$ cat src/rtl/multicycle_ctrl_fsm.sv
// rtl/multicycle_ctrl_fsm.sv - multicycle CPU main control FSM (Moore with one Mealy branch term)
module multicycle_ctrl_fsm #(
    parameter int SP_INIT = 227,
    parameter int VEC_INV = 253,
    parameter int VEC_OVF = 254
) (
    input  logic       clk,
    input  logic       rst,
    input  logic [5:0] opcode,
    input  logic [5:0] funct,
    input  logic       alu_overflow,
    input  logic       alu_zero,
    output logic       pc_write,
    output logic [1:0] iord,
    output logic [1:0] error_sel,
    output logic       mem_write,
    output logic [1:0] store_size,
    output logic       ir_write,
    output logic       mdr_write,
    output logic       a_write,
    output logic       b_write,
    output logic       aluout_write,
    output logic       epc_write,
    output logic       reg_write,
    output logic [2:0] reg_dst,
    output logic [3:0] mem_to_reg,
    output logic       alu_src_a,
    output logic [1:0] alu_src_b,
    output logic [2:0] alu_ctrl,
    output logic [2:0] pc_source,
    output logic       load_size,
    output logic [5:0] state_out
);

    typedef enum logic [5:0] {
        S_RESET      = 6'd0,
        S_FETCH_WAIT = 6'd1,
        S_FETCH      = 6'd2,
        S_DECODE     = 6'd3,
        S_R_EXEC     = 6'd4,
        S_R_WB       = 6'd5,
        S_ADDI_EXEC  = 6'd6,
        S_ADDI_WB    = 6'd7,
        S_ADDR       = 6'd8,
        S_LW_WAIT    = 6'd9,
        S_LW_MDR     = 6'd10,
        S_LW_WB      = 6'd11,
        S_SW_MEM     = 6'd12,
        S_BRANCH     = 6'd13,
        S_JUMP       = 6'd14,
        S_RTE        = 6'd15,
        S_EXC_SAVE   = 6'd16,
        S_EXC_WAIT   = 6'd17,
        S_EXC_MDR    = 6'd18,
        S_EXC_JUMP   = 6'd19
    } state_t;

    localparam logic [5:0] OP_RTYPE = 6'h00;
    localparam logic [5:0] OP_J     = 6'h02;
    localparam logic [5:0] OP_BEQ   = 6'h04;
    localparam logic [5:0] OP_BNE   = 6'h05;
    localparam logic [5:0] OP_ADDI  = 6'h08;
    localparam logic [5:0] OP_RTE   = 6'h10;
    localparam logic [5:0] OP_LW    = 6'h23;
    localparam logic [5:0] OP_SW    = 6'h2B;

    localparam logic [5:0] FN_ADD = 6'h20;
    localparam logic [5:0] FN_SUB = 6'h22;
    localparam logic [5:0] FN_AND = 6'h24;

    localparam logic [2:0] ALU_ADD = 3'b001;
    localparam logic [2:0] ALU_SUB = 3'b010;
    localparam logic [2:0] ALU_AND = 3'b011;

    localparam logic CAUSE_INV = 1'b0;
    localparam logic CAUSE_OVF = 1'b1;

    // The vector addresses and SP_INIT are consumed by the datapath constants;
    // two causes sharing one vector slot would make them indistinguishable.
    if ((VEC_INV == VEC_OVF) || (SP_INIT == VEC_INV)) begin : g_bad_config
    end

    state_t state;
    state_t next_state;
    logic   cause;
    logic   next_cause;

    // State register; the cause bit is captured whenever exception entry is taken.
    always_ff @(posedge clk) begin
        if (rst) begin
            state <= S_RESET;
            cause <= CAUSE_INV;
        end else begin
            state <= next_state;
            if (next_state == S_EXC_SAVE) begin
                cause <= next_cause;
            end
        end
    end

    // Next-state and per-state control outputs; everything defaults to 0.
    always_comb begin
        next_state   = S_RESET;
        next_cause   = CAUSE_INV;
        pc_write     = 1'b0;
        iord         = 2'd0;
        error_sel    = 2'd0;
        mem_write    = 1'b0;
        store_size   = 2'd0;
        ir_write     = 1'b0;
        mdr_write    = 1'b0;
        a_write      = 1'b0;
        b_write      = 1'b0;
        aluout_write = 1'b0;
        epc_write    = 1'b0;
        reg_write    = 1'b0;
        reg_dst      = 3'd0;
        mem_to_reg   = 4'd0;
        alu_src_a    = 1'b0;
        alu_src_b    = 2'd0;
        alu_ctrl     = 3'b000;
        pc_source    = 3'd0;
        load_size    = 1'b0;

        case (state)
            S_RESET: begin
                reg_dst    = 3'd2;
                mem_to_reg = 4'd2;
                reg_write  = 1'b1;
                next_state = S_FETCH_WAIT;
            end
            S_FETCH_WAIT: begin
                iord       = 2'd0;
                next_state = S_FETCH;
            end
            S_FETCH: begin
                ir_write   = 1'b1;
                alu_src_a  = 1'b0;
                alu_src_b  = 2'd1;
                alu_ctrl   = ALU_ADD;
                pc_source  = 3'd0;
                pc_write   = 1'b1;
                next_state = S_DECODE;
            end
            S_DECODE: begin
                a_write      = 1'b1;
                b_write      = 1'b1;
                alu_src_a    = 1'b0;
                alu_src_b    = 2'd3;
                alu_ctrl     = ALU_ADD;
                aluout_write = 1'b1;
                case (opcode)
                    OP_RTYPE: begin
                        if (funct == FN_ADD || funct == FN_SUB || funct == FN_AND) begin
                            next_state = S_R_EXEC;
                        end else begin
                            next_state = S_EXC_SAVE;
                            next_cause = CAUSE_INV;
                        end
                    end
                    OP_ADDI:        next_state = S_ADDI_EXEC;
                    OP_LW, OP_SW:   next_state = S_ADDR;
                    OP_BEQ, OP_BNE: next_state = S_BRANCH;
                    OP_J:           next_state = S_JUMP;
                    OP_RTE:         next_state = S_RTE;
                    default: begin
                        next_state = S_EXC_SAVE;
                        next_cause = CAUSE_INV;
                    end
                endcase
            end
            S_R_EXEC: begin
                alu_src_a    = 1'b1;
                alu_src_b    = 2'd0;
                aluout_write = 1'b1;
                case (funct)
                    FN_SUB:  alu_ctrl = ALU_SUB;
                    FN_AND:  alu_ctrl = ALU_AND;
                    default: alu_ctrl = ALU_ADD;
                endcase
                // and cannot overflow, so the flag is ignored for it
                if (alu_overflow && (funct == FN_ADD || funct == FN_SUB)) begin
                    next_state = S_EXC_SAVE;
                    next_cause = CAUSE_OVF;
                end else begin
                    next_state = S_R_WB;
                end
            end
            S_R_WB: begin
                reg_dst    = 3'd1;
                mem_to_reg = 4'd0;
                reg_write  = 1'b1;
                next_state = S_FETCH_WAIT;
            end
            S_ADDI_EXEC: begin
                alu_src_a    = 1'b1;
                alu_src_b    = 2'd2;
                alu_ctrl     = ALU_ADD;
                aluout_write = 1'b1;
                if (alu_overflow) begin
                    next_state = S_EXC_SAVE;
                    next_cause = CAUSE_OVF;
                end else begin
                    next_state = S_ADDI_WB;
                end
            end
            S_ADDI_WB: begin
                reg_dst    = 3'd0;
                mem_to_reg = 4'd0;
                reg_write  = 1'b1;
                next_state = S_FETCH_WAIT;
            end
            S_ADDR: begin
                alu_src_a    = 1'b1;
                alu_src_b    = 2'd2;
                alu_ctrl     = ALU_ADD;
                aluout_write = 1'b1;
                next_state   = (opcode == OP_SW) ? S_SW_MEM : S_LW_WAIT;
            end
            S_LW_WAIT: begin
                iord       = 2'd1;
                next_state = S_LW_MDR;
            end
            S_LW_MDR: begin
                mdr_write  = 1'b1;
                next_state = S_LW_WB;
            end
            S_LW_WB: begin
                reg_dst    = 3'd0;
                mem_to_reg = 4'd1;
                reg_write  = 1'b1;
                next_state = S_FETCH_WAIT;
            end
            S_SW_MEM: begin
                iord       = 2'd1;
                mem_write  = 1'b1;
                store_size = 2'd0;
                next_state = S_FETCH_WAIT;
            end
            S_BRANCH: begin
                alu_src_a  = 1'b1;
                alu_src_b  = 2'd0;
                alu_ctrl   = ALU_SUB;
                pc_source  = 3'd1;
                // The only Mealy output: taken-ness comes from this cycle's compare.
                pc_write   = (opcode == OP_BNE) ? ~alu_zero : alu_zero;
                next_state = S_FETCH_WAIT;
            end
            S_JUMP: begin
                pc_source  = 3'd2;
                pc_write   = 1'b1;
                next_state = S_FETCH_WAIT;
            end
            S_RTE: begin
                pc_source  = 3'd4;
                pc_write   = 1'b1;
                next_state = S_FETCH_WAIT;
            end
            S_EXC_SAVE: begin
                // PC already advanced in FETCH, so EPC gets PC-4.
                alu_src_a  = 1'b0;
                alu_src_b  = 2'd1;
                alu_ctrl   = ALU_SUB;
                epc_write  = 1'b1;
                next_state = S_EXC_WAIT;
            end
            S_EXC_WAIT: begin
                iord       = 2'd2;
                error_sel  = {1'b0, cause};
                next_state = S_EXC_MDR;
            end
            S_EXC_MDR: begin
                mdr_write  = 1'b1;
                next_state = S_EXC_JUMP;
            end
            S_EXC_JUMP: begin
                pc_source  = 3'd3;
                pc_write   = 1'b1;
                next_state = S_FETCH_WAIT;
            end
            default: begin
                next_state = S_RESET;
            end
        endcase
    end

    assign state_out = state;

endmodule
$ cat config.mk
export PLATFORM = sky130hd
export DESIGN_NAME = multicycle_ctrl_fsm
export DESIGN_NICKNAME = d
export VERILOG_FILES = /design/src/rtl/multicycle_ctrl_fsm.sv
export SDC_FILE = /design/constraint.sdc
export NUM_CORES = 1
export LEC_CHECK = 0
export ABC_AREA = 1
export CAP_MARGIN = 0
export CORE_MARGIN = 4
export CORE_UTILIZATION = 34
export DETAILED_ROUTE_END_ITERATION = 6
export PLACE_DENSITY_LB_ADDON = 0.3
export SLEW_MARGIN = 20
export SYNTH_ARGS = -nofsm -noshare
export SYNTH_HDL_FRONTEND = slang
export SYNTH_SLANG_ARGS = --single-unit
$ cat constraint.sdc
create_clock -name clk -period 1.4 [get_ports clk]
set_input_delay 0.21 -clock clk [delete_from_list [all_inputs] [get_ports clk]]
set_output_delay 0.21 -clock clk [all_outputs]
set_load 0.01 [all_outputs]
==> results of run 1 <==
## final timing paths
kind	end	slack [ns]	cells after the start
setup / recovery	cause	-0.52	12
hold / removal	cause	0.56	2
hold reg to reg	cause	0.56	2
setup reg to reg	cause	-0.51	14
## repair_timing
item,in CTS,in global routing
pin swaps,44,27
cloned,0,0
gates resized for setup,207,52
buffers inserted,26,5
endpoints found under the setup margin,35,31
## kinds of logic (layout without fill, tap and decap cells)
kind of cell    Yosys count  after routing
simple gates            127            127
buf+inv                  41            160
compound gates           12             12
flops                     6              6
other cells               1              9
## metal layers
metal | track usage, % | up-vias | share of wire (%)
li1 | - | 822 | -
met1 | 30.0 | 909 | 32
met2 | 59.8 | 235 | 48
met3 | 2.98 | 85 | 11
met4 | 16.7 | 0 | 8.8
met5 | 0 | - | 0
## report_power, final
| group | internal (uW) | switching (uW) |
|---|---|---|
| logic | 961 | 1040 |
| registers | 211 | 72.9 |
| clock network | 98.5 | 84.8 |
## worst register-to-register path, delay by kind of cell, from the launching register on
family	cells	cell delay [ns]
and+or+nand+nor	10	1.07
DFF	1	0.42
buffers and inverters	4	0.34
## layout by cell type, fill, tap and decap left out, types with 7 or more instances in the layout
cell,count
buf_2,12
buf_4,62
buf_6,34
clkdlybuf4s50_1,7
conb_1,9
dlygate4sd2_1,12
inv_1,11
inv_2,12
nand2_1,28
nand2_2,12
nand2_4,8
nand3_1,9
nand3_2,7
nand3_4,7
nor2_1,23
nor2_2,13
nor2_4,12
## area by class of cell
type                    count  area share (%)
repair buffers            129            45.2
well taps                  30            1.54
inverters                  28            4.91
flip-flops and latches      6            5.68
multi-input cells         148            41.7
clock buffers               3           0.921
## through the flow
stage | hold WS [ns] | total power (uW)
global route | 0.575 | 2600
global placement | 0.461 | 1540
CTS | 0.479 | 2030
finish | 0.561 | 2470
floorplan | 0.272 | 821
detailed placement | 0.467 | 1560
## registers in the layout (all words and copies together) (netlist names)
signal,cells
cause,1
state_out,5
==> results.cfg, run 1 <==
[critical_path]
worstPathRequired_ns = 1.58
cp.arrival_ns = 2.11
critPathKind = primary input to flop
cp_top_family = simple AND/OR/NAND/NOR gates
start_kind = primary input
r2r_start = state_out[2]
crit_fanout = 4
cp_common_cell = nor2_1
critPathCaptureType = flop
cp_slowest_stage_delay_ns = 0.49
slowest_stage = clkdlybuf4s50_1
crit_start = opcode[0]
crit_chain = clkdlybuf4s50_1 -> nor2_2 -> nand3_1 -> nor2_1 -> nand3_1 -> nand2_2 -> nand2_4 -> nand2_1 -> nand2_2 -> nor2_1 -> nor2_1 -> nor2_1
cp_num_buf_inv = 1

[sta]
fmax_mhz = 520
finalCritPeriodShare_pct = 137
rsz0062_at_grt = yes
post-route-min-period_ns = 1.92
fin_setup_tns_ns = -7.81
clock_skew_ns = 0.00840
drv_slew = 0
finalWorstSetupSlack_ns = -0.525
hold_viol = 0
setup_violations = 30

[grt]
overflow = 0
antenna_found_initial = 0
grt_pass1_wl_mm = 8.18
grt_max_degree = 8
first_global_vias = 1795
grt_util_all_layers_pct = 30.2

[synth]
synth_area_leaders = nand2_1, nor2_1, dfxtp_1, nand3_1, inv_1
netlist.area_leader.share_pct = 18.7
synthAdderAreaFrac_pct = 0
synth_cells = 187
yosysWarnings = 0
synth-simple-area-share_pct = 58.0
synth_most_common_cell = nand2_1
synth-seq-cells = 6
synth_compound_area_share_pct = 7.17
synth_area_um2 = 942
ys_async_sr_fraction_pct = 0
yosys.area.top_type = nand2_1
synth_common_cells = nand2_1, nor2_1, inv_1
synth_ff_type = dfxtp_1
yosysSeqAreaShare_pct = 12.7
synth_top_family_by_area = simple AND/OR/NAND/NOR gates
synth_edf_count = 0
synth.distinct_cells = 22
synth_xor_area_share_pct = 0
muxShareOfSynthArea_pct = 0
avgSynthCellArea_um2 = 5.04

[final_layout]
antennaDiodeCount = 0
synthToLayoutAreaGrowth_pct = 159
finish.instance_area_um2 = 2440
n_fill_cell = 72
drive_gt1_share_pct = 65.0
fin_util_pct = 95.2
stdcell_count = 344
finalNetCount = 332
multi_input_area_um2 = 1020
ff_latch_area_um2 = 139

[pwr]
p_leak_uw = 0.00132
peakVddDrop_mv = 1.32
power_density_nw_per_um2 = 1010

[die]
die_x_um = 60.6
pin_count = 54
die_h_um = 60.6
core_area_um2 = 2570
fp.dieArea_um2 = 3680
start_util_pct = 36.7
num_rows = 18

[detailed_routing]
wirelength_mm = 7.38
firstDrtPassIters = 5
via_count = 2051
wire_per_inst_um = 21.5
initialDrtViolationCount = 200
drtAntennaViolNets = 0
vias_per_cell = 5.96
drc_errors = 0

[run_status]
outcome = finished, violations left
violations = negative setup slack

[clock_network]
cts.sinks = 6
h-tree-depth = 1
clockBufferDepth = 2
clock_latency_ns = 0.27
root_buffer = clkbuf_4
clk_pin_slew_ns = 0.05
cts_tree = built
cts_hold_buf = 0
tritoncts.num_buffers = 3

[place]
io_buffers = 44
placed_cell_area_um2 = 1800
gp_congestion = 0.951
post-place-ws_ns = -0.640
place_inst = 312
place_hpwl_mm = 2.79

[worst_hold_path]
hold_path.class = flop to flop
hp-start = cause

[job]
drv_cap = 0
(Power assumes the default switching activity.)
==> run 2: changes to the inputs <==
SKIP_LAST_GASP = 1   (was unset)
==> results.cfg, run 2 <==
[sta]
crit_endpoint = pc_write
worst_endpoint_kind = primary output

[synth]
synth_ff_type = dfxtp_1
synth-seq-cells = 6
synth_area_um2 = 942
avgSynthCellArea_um2 = 5.04
synth_area_leaders = nand2_1, nor2_1, dfxtp_1, nand3_1, inv_1
synth_cells = 187
yosysWarnings = 0
synth_edf_count = 0
netlist.area_leader.share_pct = 18.7
ys_async_sr_fraction_pct = 0
yosysSeqAreaShare_pct = 12.7
synth_common_cells = nand2_1, nor2_1, inv_1
synth.distinct_cells = 22
synth_most_common_cell = nand2_1
yosys.area.top_type = nand2_1

[run_status]
error = [ERROR DPL-0033] detailed placement checks failed during check placement.
haltStage = global routing
outcome = did not finish

[place]
gp_congestion = 0.951
post-place-ws_ns = -0.640
io_buffers = 44
place_hpwl_mm = 2.79
place_inst = 312

[die]
start_util_pct = 36.7
pin_count = 54
num_rows = 18
die_h_um = 60.6
die_x_um = 60.6

[clock_network]
cts_hold_buf = 0
cts.sinks = 6
tritoncts.num_buffers = 3
clockBufferDepth = 2
h-tree-depth = 1
root_buffer = clkbuf_4

[grt]
grt_max_degree = 8
antenna_found_initial = 0
[run 2: metrics by stage]
| stage | util (%) | area, um^2 | hold WS, ns |
|---|---|---|---|
| CTS | 85.4 | 2190 | 0.479 |
| detailed placement | 70.2 | 1800 | 0.467 |
| global placement | 70.2 | 1800 | 0.461 |
| floorplan | - | 1010 | 0.272 |
[run 2: cells by family after synthesis]
logic type | Yosys count | share of synthesized area (%)
buffers and inverters | 41 | 21.6
AOI/OAI and AO/OA | 12 | 7.17
DFF | 6 | 12.7
and+or+nand+nor | 127 | 58.0
other | 1 | 0.398
[run 2: timing repair]
item                       in CTS
cloned                          0
pin swaps                      41
setup endpoints to repair      35
buffers inserted               26
gates resized for setup       200
==> run 3: changes to the inputs <==
CORE_AREA = 4 4 65 67   (was unset)
CORE_MARGIN = unset   (was 4)
CORE_UTILIZATION = unset   (was 34)
DIE_AREA = 0 0 69 71   (was unset)
PLACE_DENSITY_LB_ADDON = 0.15   (was 0.3)
clock period = 1.82 ns   (was 1.4 ns; I/O delays follow)
==> results.cfg, run 3 (synthesized netlist as in run 1, its figures left out) <==
[die]
num_rows = 22
pin_count = 54
start_util_pct = 25.9
core_area_um2 = 3630
die_x_um = 69
fp.dieArea_um2 = 4900
die_h_um = 71

[pwr]
swShare_pct = 41.6
intPower_uw = 754
power_switching_uw = 537
peakVddDrop_mv = 0.363
seq_power_share_pct = 16.2
clkPwrFrac_pct = 15.1
p_leak_uw = 0.00114
power_frac_comb_pct = 68.7
power_density_nw_per_um2 = 686

[worst_hold_path]
hold_path.class = flop to flop

[run_status]
violations = negative setup slack
outcome = finished, violations left

[final_layout]
finish.instance_area_um2 = 1880
final_cell_mix = buf_4, nand2_1, nor2_1, inv_1, nand3_1
fin_util_pct = 51.8
antennaDiodeCount = 0
largest_register_ffs = 5
finalNetCount = 306
final_common_cell = buf_4
drive_gt1_share_pct = 31.9
n_fill_cell = 384
synthToLayoutAreaGrowth_pct = 99.7

[detailed_routing]
drtAntennaViolNets = 0
wire_per_inst_um = 10.1
wirelength_mm = 3.41
vias_per_cell = 4.20
initialDrtViolationCount = 58
drc_errors = 0
firstDrtPassIters = 4
via_count = 1412

[sta]
post-route-min-period_ns = 1.83
hold_viol = 0
clock_skew_ns = 0.00185
fmax_mhz = 546
finalCritPeriodShare_pct = 101
setup_violations = 1
fin_setup_tns_ns = -0.0106
finalWorstSetupSlack_ns = -0.0106
drv_slew = 0
rsz0062_at_grt = yes

[clock_network]
clock_latency_ns = 0.22
cts_hold_buf = 0
root_buffer = clkbuf_8
cts_tree = built
clk_pin_slew_ns = 0.03
cts.sinks = 6
h-tree-depth = 1
tritoncts.num_buffers = 3
clockBufferDepth = 2

[job]
drv_cap = 0

[place]
io_buffers = 44
gp_congestion = 0.861
placed_cell_area_um2 = 1780
place_hpwl_mm = 2.87
post-place-ws_ns = -0.401

[critical_path]
critPathKind = primary input to output pin
start_kind = primary input
worstPathRequired_ns = 1.55
crit_fanout = 2
critPathCaptureType = output pin
cp.arrival_ns = 1.56

[grt]
antenna_found_initial = 0
grt_max_degree = 7
overflow = 0
grt_pass1_wl_mm = 5.56
grt_util_all_layers_pct = 13.6
first_global_vias = 1230
-- run 3: what timing repair did --
| item | in CTS | in global routing |
|---|---|---|
| buffers inserted | 1 | 4 |
| endpoints found under the setup margin | 24 | 10 |
| gates cloned | 0 | 0 |
| pin swaps | 1 | 9 |
| resized for setup | 39 | 23 |
-- run 3: worst paths after layout --
check	to	slack, ns	startpoint	cells after the start
setup / recovery	pc_write	-0.01	opcode[5]	8
setup reg to reg	cause	0.19	state_out[3]	13
hold reg to reg	cause	0.48	cause	2
hold / removal	cause	0.48	cause	2
-- run 3: layer usage --
layer	global-route usage, %	up-vias	wire [um]
met4	3.47	0	33
met5	0	-	0
li1	-	770	-
met2	23.7	35	1660
met1	17.5	603	1580
met3	1.85	4	138
-- run 3: cell type report --
type                       instances  area [um^2]  area share, %
clock buffer                       3         41.3           2.19
multi-input combinational        148          688           36.6
timing repair buffer             103          848           45.1
sequential                         6          136           7.25
tap                               48         60.1           3.19
inverter                          28          108           5.72
-- run 3: power groups by stage --
stage | registers, uW | clock network, uW | logic (uW)
4_1_cts | 208 | 198 | 871
3_3_place_gp | 204 | 0 | 933
6_report | 209 | 195 | 887
2_1_floorplan | 191 | 0 | 404
3_5_place_dp | 201 | 0 | 927
5_1_grt | 213 | 209 | 977
-- run 3: worst max-delay path, cell delays in order --
cell,delay (ns)
clkdlybuf4s50_1,0.42
nor2_1,0.14
nand3_1,0.14
nor2_2,0.17
a21oi_1,0.08
o21ai_1,0.08
o2111ai_1,0.11
buf_2,0.15
-- run 3: per-stage QoR --
step	hold WS (ns)	std cells	total power [uW]
finish	0.476	336	1290
global route	0.527	336	1400
CTS	0.480	332	1280
detailed placement	0.472	328	1130
global placement	0.460	328	1140
floorplan	0.342	195	595
==> run 4: changes to the inputs <==
CELL_PAD_IN_SITES_DETAIL_PLACEMENT = 0   (was unset)
CELL_PAD_IN_SITES_GLOBAL_PLACEMENT = 1   (was unset)
CORE_AREA = unset   (was 4 4 65 67)
CORE_MARGIN = 4   (was unset)
CORE_UTILIZATION = 23   (was unset)
DIE_AREA = unset   (was 0 0 69 71)
PLACE_DENSITY_LB_ADDON = 0.1   (was 0.15)
==> results.cfg, run 4 (synthesized netlist as in run 1, its figures left out) <==
[final_layout]
finalNetCount = 303
n_fill_cell = 413
antennaDiodeCount = 0
largest_register_ffs = 5
final_common_cell = buf_4
finish.instance_area_um2 = 1950
fin_util_pct = 49.0
synthToLayoutAreaGrowth_pct = 107
final_cell_mix = buf_4, nand2_1, nor2_1, inv_1
drive_gt1_share_pct = 37.2

[sta]
fin_setup_tns_ns = 0
fmax_mhz = 564
finalCritPeriodShare_pct = 97.5
clock_skew_ns = 0.00131
hold_viol = 0
drv_slew = 0
rsz0062_at_grt = yes
post-route-min-period_ns = 1.77
setup_violations = 0

[pwr]
peakVddDrop_mv = 0.202
power_density_nw_per_um2 = 703
p_leak_uw = 0.00114

[critical_path]
critPathCaptureType = output pin
r2r_end = cause
crit_fanout = 5
r2r_setup_slack_ns = 0.20
r2r_cells = 12
r2r_start = state_out[0]
start_kind = flop
crit_start = state_out[4]
worstPathRequired_ns = 1.55
cp.arrival_ns = 1.50
critPathKind = flop to output pin

[place]
gp_congestion = 0.861
placed_cell_area_um2 = 1770
io_buffers = 44
place_hpwl_mm = 3.37

[detailed_routing]
vias_per_cell = 4.27
firstDrtPassIters = 4
drc_errors = 0
drtAntennaViolNets = 0
wire_per_inst_um = 11.8
wirelength_mm = 3.96
via_count = 1432
initialDrtViolationCount = 52

[grt]
first_global_vias = 1421
antenna_found_initial = 0
grt_max_degree = 9
grt_pass1_wl_mm = 6.28
overflow = 0
grt_util_all_layers_pct = 15.3

[clock_network]
clk_pin_slew_ns = 0.03
clock_latency_ns = 0.22
clockBufferDepth = 2
cts.sinks = 6
root_buffer = clkbuf_8
tritoncts.num_buffers = 3
h-tree-depth = 1
cts_tree = built

[die]
num_rows = 23
fp.dieArea_um2 = 5180
core_area_um2 = 3970
die_x_um = 72
die_h_um = 72
pin_count = 54
start_util_pct = 23.7

[worst_hold_path]
min_to = cause
min_path_cells = 2
hp-start = cause
hold_path.class = flop to flop

[job]
drv_cap = 0

[run_status]
outcome = complete, no violations
-- run 4: changes by cell type in the layout (fill, tap and decap cells not counted), moves of 3 or more --
cell,before,now
nor2_2,8,15
inv_2,3,7
inv_1,24,21
buf_4,59,55
nand3_1,21,18
nor2_4,1,5
nor2_1,39,28
clkdlybuf4s50_1,18,14
dlymetal6s2s_1,3,6
-- run 4: final cells by class --
cell class	instances	area (um^2)	share of cell area [%]
Clock buffer	3	41.3	2.12
Inverter	28	105	5.40
Multi-Input combinational cell	148	759	39.0
Sequential cell	6	136	7.01
Tap cell	50	62.6	3.21
Timing Repair Buffer	100	842	43.3
-- run 4: timing repair --
item,CTS,global route
buffers inserted,1,2
pin swaps,3,14
hold buffers,0,0
setup endpoints to repair,25,12
gates resized for setup,51,39
-- run 4: how the worst max path moves through the flow --
stage          slack, ns       end  depth (start not counted)
6_report            0.05   iord[0]                          6
2_1_floorplan       0.25     cause                         11
5_1_grt            -0.03     cause                         13
4_1_cts            -0.19  pc_write                          9
3_5_place_dp       -0.43  pc_write                          8
3_3_place_gp       -0.40  pc_write                          9
-- run 4: power by group --
| part | switching [uW] | internal, uW | total, uW |
|---|---|---|---|
| combinational | 458 | 494 | 952 |
| clock | 57.0 | 142 | 199 |
| sequential | 53.9 | 164 | 218 |
| total | 569 | 800 | 1370 |
-- run 4: routing by layer --
layer | wire (um) | up-vias | track usage [%]
met1 | 1550 | 623 | 16.8
met2 | 2130 | 38 | 29.6
met4 | 96 | 0 | 6.05
li1 | - | 763 | -
met5 | 0 | - | 0
met3 | 181 | 8 | 1.66
-- run 4: per-stage QoR --
step | setup slack [ns] | power, uW | hold WS (ns) | instances
after floorplan | 0.252 | 595 | 0.342 | 195
after global placement | -0.396 | 1180 | 0.467 | 329
after detailed placement | -0.432 | 1180 | 0.468 | 329
after CTS | -0.193 | 1350 | 0.478 | 333
after global routing | -0.0296 | 1490 | 0.536 | 335
final | 0.0456 | 1370 | 0.475 | 335
-- run 4: worst max-delay path, stage by stage (launching register included) --
cell and delay, ns:
dfxtp_4 0.37, inv_2 0.07, nand3_1 0.10, buf_6 0.13, nor2_2 0.04, or2_2 0.28, dlygate4sd2_1 0.28
